--- src/rtl/uart_tx_frame.sv ---
// Parametrised UART transmitter: valid/ready byte input, one registered TX line,
// and a one-cycle trig pulse in the first idle cycle after each frame.
module uart_tx_frame #(
  parameter int CLKS_PER_BIT = 1,
  parameter int DATA_BITS    = 8,
  parameter int PARITY       = 0,
  parameter int STOP_BITS    = 1
) (
  input  logic                 clk,
  input  logic                 reset,
  input  logic [DATA_BITS-1:0] data,
  input  logic                 valid,
  output logic                 ready,
  output logic                 tx_pin,
  output logic                 trig
);

  localparam int BAUD_W = (CLKS_PER_BIT > 1) ? $clog2(CLKS_PER_BIT) : 1;
  localparam int BIT_W  = (DATA_BITS > 1) ? $clog2(DATA_BITS) : 1;
  localparam logic PAR_EN  = (PARITY == 1) || (PARITY == 2);
  localparam logic PAR_ODD = (PARITY == 1);
  localparam logic [BAUD_W-1:0] BAUD_LAST = BAUD_W'(CLKS_PER_BIT - 1);
  localparam logic [BIT_W-1:0]  DATA_LAST = BIT_W'(DATA_BITS - 1);
  localparam logic [BIT_W-1:0]  STOP_LAST = BIT_W'(STOP_BITS - 1);

  typedef enum logic [2:0] {
    S_IDLE,
    S_START,
    S_DATA,
    S_PARITY,
    S_STOP
  } state_t;

  state_t                state_q, state_d;
  logic [BAUD_W-1:0]     baud_q, baud_d;
  logic [BIT_W-1:0]      bit_q, bit_d;
  logic [BIT_W-1:0]      bit_inc;
  logic [DATA_BITS-1:0]  data_q;
  logic                  tx_q, tx_d;
  logic                  ready_q, ready_d;
  logic                  trig_q, trig_d;
  logic                  load;
  logic                  baud_wrap;

  function automatic logic parity_bit(input logic [DATA_BITS-1:0] d);
    return (^d) ^ PAR_ODD;
  endfunction

  assign baud_wrap = (baud_q == BAUD_LAST);
  assign bit_inc   = bit_q + BIT_W'(1);

  always_comb begin
    state_d = state_q;
    baud_d  = baud_q;
    bit_d   = bit_q;
    tx_d    = tx_q;
    trig_d  = 1'b0;
    load    = 1'b0;
    case (state_q)
      S_IDLE: begin
        tx_d = 1'b1;
        if (valid) begin
          load    = 1'b1;
          state_d = S_START;
          tx_d    = 1'b0;
          baud_d  = '0;
          bit_d   = '0;
        end
      end
      S_START: begin
        if (baud_wrap) begin
          baud_d  = '0;
          bit_d   = '0;
          state_d = S_DATA;
          tx_d    = data_q[0];
        end else begin
          baud_d = baud_q + BAUD_W'(1);
        end
      end
      S_DATA: begin
        if (baud_wrap) begin
          baud_d = '0;
          if (bit_q == DATA_LAST) begin
            bit_d = '0;
            if (PAR_EN) begin
              state_d = S_PARITY;
              tx_d    = parity_bit(data_q);
            end else begin
              state_d = S_STOP;
              tx_d    = 1'b1;
            end
          end else begin
            bit_d = bit_inc;
            tx_d  = data_q[bit_inc];
          end
        end else begin
          baud_d = baud_q + BAUD_W'(1);
        end
      end
      S_PARITY: begin
        if (baud_wrap) begin
          baud_d  = '0;
          state_d = S_STOP;
          tx_d    = 1'b1;
        end else begin
          baud_d = baud_q + BAUD_W'(1);
        end
      end
      S_STOP: begin
        tx_d = 1'b1;
        if (baud_wrap) begin
          baud_d = '0;
          if (bit_q == STOP_LAST) begin
            bit_d   = '0;
            state_d = S_IDLE;
            trig_d  = 1'b1;
          end else begin
            bit_d = bit_inc;
          end
        end else begin
          baud_d = baud_q + BAUD_W'(1);
        end
      end
      default: begin
        state_d = S_IDLE;
        tx_d    = 1'b1;
      end
    endcase
    ready_d = (state_d == S_IDLE);
  end

  always_ff @(posedge clk) begin
    if (reset) begin
      state_q <= S_IDLE;
      baud_q  <= '0;
      bit_q   <= '0;
      tx_q    <= 1'b1;
      ready_q <= 1'b1;
      trig_q  <= 1'b0;
    end else begin
      state_q <= state_d;
      baud_q  <= baud_d;
      bit_q   <= bit_d;
      tx_q    <= tx_d;
      ready_q <= ready_d;
      trig_q  <= trig_d;
    end
  end

  // Latched payload is don't-care outside a frame, so it carries no reset.
  always_ff @(posedge clk) begin
    if (load) data_q <= data;
  end

  assign ready  = ready_q;
  assign tx_pin = tx_q;
  assign trig   = trig_q;

endmodule

--- config.mk ---
export PLATFORM = sky130hd
export DESIGN_NAME = uart_tx_frame
export DESIGN_NICKNAME = d
export VERILOG_FILES = /design/src/rtl/uart_tx_frame.sv
export SDC_FILE = /design/constraint.sdc
export NUM_CORES = 1
export LEC_CHECK = 0
export ABC_AREA = 0
export CELL_PAD_IN_SITES_DETAIL_PLACEMENT = 0
export CELL_PAD_IN_SITES_GLOBAL_PLACEMENT = 1
export CORE_MARGIN = 2
export CORE_UTILIZATION = 42
export CTS_CLUSTER_SIZE = 12
export DETAILED_ROUTE_END_ITERATION = 10
export GPL_ROUTABILITY_DRIVEN = 0
export PLACE_DENSITY = 0.89
export SYNTH_ARGS = -nofsm -noshare
export SYNTH_HDL_FRONTEND = slang
export SYNTH_SLANG_ARGS = --single-unit
--- constraint.sdc ---
create_clock -name clk -period 5.05 [get_ports clk]
set_clock_uncertainty 0.15 [all_clocks]
set_input_delay 1.01 -clock clk [delete_from_list [all_inputs] [get_ports clk]]
set_output_delay 1.01 -clock clk [all_outputs]
set_load 0.005 [all_outputs]
==> results.tsv <==
stage	metric	value	unit
clock_tree	CTS Buf Count	3	
synth	EDFF count, synth	8	
power_and_ir_drop	P per Cell Area	276	nW/um^2
synth	post-synthesis register bit count	17	
final_layout	layout overhead on the synthesized area	20.4	%
sta	Achievable Freq	429	MHz
synth	Seq/Total Area, Yosys	52.4	%
route	routed wl met3	67	um
worst_setup_path	WP data arrival	2.11	ns
power_and_ir_drop	switching pwr	62.6	uW
sta	final hold violation count	0	
final_layout	Nets	99	
route	Pre-Repair DR Iteration Count	4	
final_layout	# diodes	0	
power_and_ir_drop	cell-internal power	204	uW
synth	fraction of registers with async set/reset	0	%
worst_setup_path	CP Launch Point	valid	
synth	area leader, netlist	edfxtp_1	
synth	prevailing post-synth register cell	dfxtp_1	
worst_setup_path	crit-path max FO	8	
floorplan	DIE AREA	2280	um^2
clock_tree	hold buffer count at CTS	0	
clock_tree	CTS sink cnt	17	
worst_setup_path	required time of the critical path	4.83	ns
route	wl on met1	577	um
worst_setup_path	crit path kind	input port to flip-flop	
synth	Post-Syn Area	802	um^2
floorplan	Die Wd	47.7	um
power_and_ir_drop	Comb pwr share	12.8	%
route	DR WL/cell	11.7	um
sta	worst setup margin	2.72	ns
worst_setup_path	CP cell instances	clkdlybuf4s50_1 -> nand2_1 -> nor2_1	
synth	Syn Nets	85	
worst_setup_path	Crit. End Element	flip-flop	
sta	unrepaired setup endpoints after global routing	false	
sta	Hold WS	0.343	ns
global_route	vias in the first global route	547	
outcome	status	completed	
clock_tree	Clock Latency Late Sink	0.28	ns
synth	top cells by area, synth	edfxtp_1 30%, dfxtp_1 22%, ha_1 4.7%	
synth	post-synth cell types	31	
place	Place WS	2.41	ns
min_path	worst min path class	flip-flop to flip-flop	
clock_tree	Root Buffer	clkbuf_4	
route	Vias/cell	5.11	
floorplan	Die Y	47.7	um
sta	Final min period	2.33	ns
global_route	initial antenna violation count	0	
sta	Post-Route Setup TNS	0	ns
clock_tree	Max Buffers Root-to-Sink	2	
floorplan	starting density of the core	45.5	%
final_layout	register area	420	um^2
synth	Synth Instances	71	
final_layout	commonest non-fill, non-tap cells in the layout	13 x clkdlybuf4s50_1, 9 x dfxtp_1, 8 x edfxtp_1	
final_layout	most common cell after layout, fill and taps aside	clkdlybuf4s50_1	
place	Detail Placement HPWL	919	um
min_path	hold_sp	bit_q[2]	
worst_setup_path	worst flop-to-flop path startpoint	bit_q[0]	
floorplan	area of the core	1760	um^2
synth	synthesized area per cell	11.3	um^2
global_route	first-pass GRT wire length	2170	um
final_layout	layout cell share with drive strength beyond 1	15.5	%
sta	Setup Viol. Count Final	0	
floorplan	# IOs	14	
route	highest routed metal layer	met4	
power_and_ir_drop	Peak VDD IR	0.208	mV
final_layout	multi-input logic area	335	um^2
route	via count	557	
sta	Max-Slew Margin vs Limit	59.3	%
global_route	total track usage	14.3	%
sta	Worst Tran Pin Value	0.608	ns
clock_tree	setup bufs post-CTS	0	
power_and_ir_drop	Clock power frac	27.3	%
global_route	total gr overflow	0	
worst_setup_path	peak per-stage delay on the critical path	0.53	ns
power_and_ir_drop	Sw Share	23.5	%
synth	Yosys Warn Count	0	
route	DRT Wirelength	1280	um
floorplan	FP Rows	15	
worst_setup_path	Max stage delay cell, worst path	clkdlybuf4s50_1	
clock_tree	CTS tree	built	
route	Routed Antenna Nets	0	
job	Max Cap Violations	0	
clock_tree	clk slew on worst S/H paths	0.10	ns
synth	post-synth top area share	30.0	%
sta	fin. max-slew vios	0	
place	IO buf count	13	
clock_tree	htree depth	1	
route	drt first-iter violations	13	
route	met2 wire len	607	um
clock_tree	post-CTS sizing	0	
global_route	largest net degree at the start of global routing	12	
power_and_ir_drop	leakage	0.000338	uW
power_and_ir_drop	Sequential Power Share	59.9	%
worst_setup_path	Setup crit start kind	input port	
sta	Final Cycle Share	46.1	%
final_layout	Fill cells	168	
route	# DRC	0	
-- cells by family (layout without fill, tap and decap cells) --
logic type / after synthesis / in the layout / synth area share (%)
and+or+nand+nor: 25 / 25 / 17.5
DFF: 17 / 17 / 52.4
AOI/OAI and AO/OA: 13 / 13 / 13.6
buffers and inverters: 10 / 23 / 5.77
adders and majority gates: 3 / 3 / 4.68
muxes: 3 / 3 / 6.08
-- critical path: cells and delay by family --
kind                   cells  cell delay, ns
buffers and inverters      1            0.53
and+or+nand+nor            2            0.57
-- cell type report --
type	instances	area share (%)
Clock buffer	4	2.72
Inverter	6	2.33
Tap cell	25	3.24
Multi-Input combinational cell	44	34.7
Timing Repair Buffer	13	13.5
Sequential cell	17	43.5
-- cell usage after synthesis, types with 2 or more instances --
cell type  instances
ha_1               3
clkbuf_1           2
nor2_1             5
dfxtp_1            9
nand2_1            6
nand2b_1           3
nor3_1             2
mux2_2             2
nand3b_1           2
a21oi_1            2
edfxtp_1           8
inv_1              6
a211o_2            2
nand3_1            2
-- power by group through the flow --
| stage | Clock (uW) | Combinational [uW] | Sequential, uW |
|---|---|---|---|
| after global routing | 81.4 | 37.4 | 161 |
| final | 72.8 | 34.0 | 159 |
| after CTS | 73.4 | 34.3 | 159 |
| after detailed placement | 0 | 33.7 | 163 |
| after floorplan | 0 | 23.1 | 159 |
| after global placement | 0 | 33.3 | 162 |
-- worst paths after layout --
kind,endpoint,slack [ns],cells after the start
max,data_q[4],2.72,3
min,bit_q[2],0.34,2
max reg2reg,tx_pin,3.20,6
min reg2reg,bit_q[2],0.34,2
-- registers in the layout (all words and copies together), names as in the netlist --
| register | cells |
|---|---|
| data_q | 8 |
| bit_q | 3 |
| state_q | 3 |
| ready | 1 |
| trig | 1 |
| tx_pin | 1 |
-- routing by layer --
metal  GRT usage (%)  vias up
met5               0        -
met4            9.19        0
met3            4.91        4
met2            22.4       16
met1            16.6      257
li1                -      280
-- stage by stage --
stage	instance area (um^2)	std cells	total power [uW]	utilization, %
2_1_floorplan	802	71	182	-
3_3_place_gp	940	105	195	53.3
3_5_place_dp	940	105	196	53.3
4_1_cts	966	109	267	54.8
5_1_grt	966	109	280	54.8
6_report	966	109	266	54.8
Note: power is estimated with default switching activity, not from simulation.
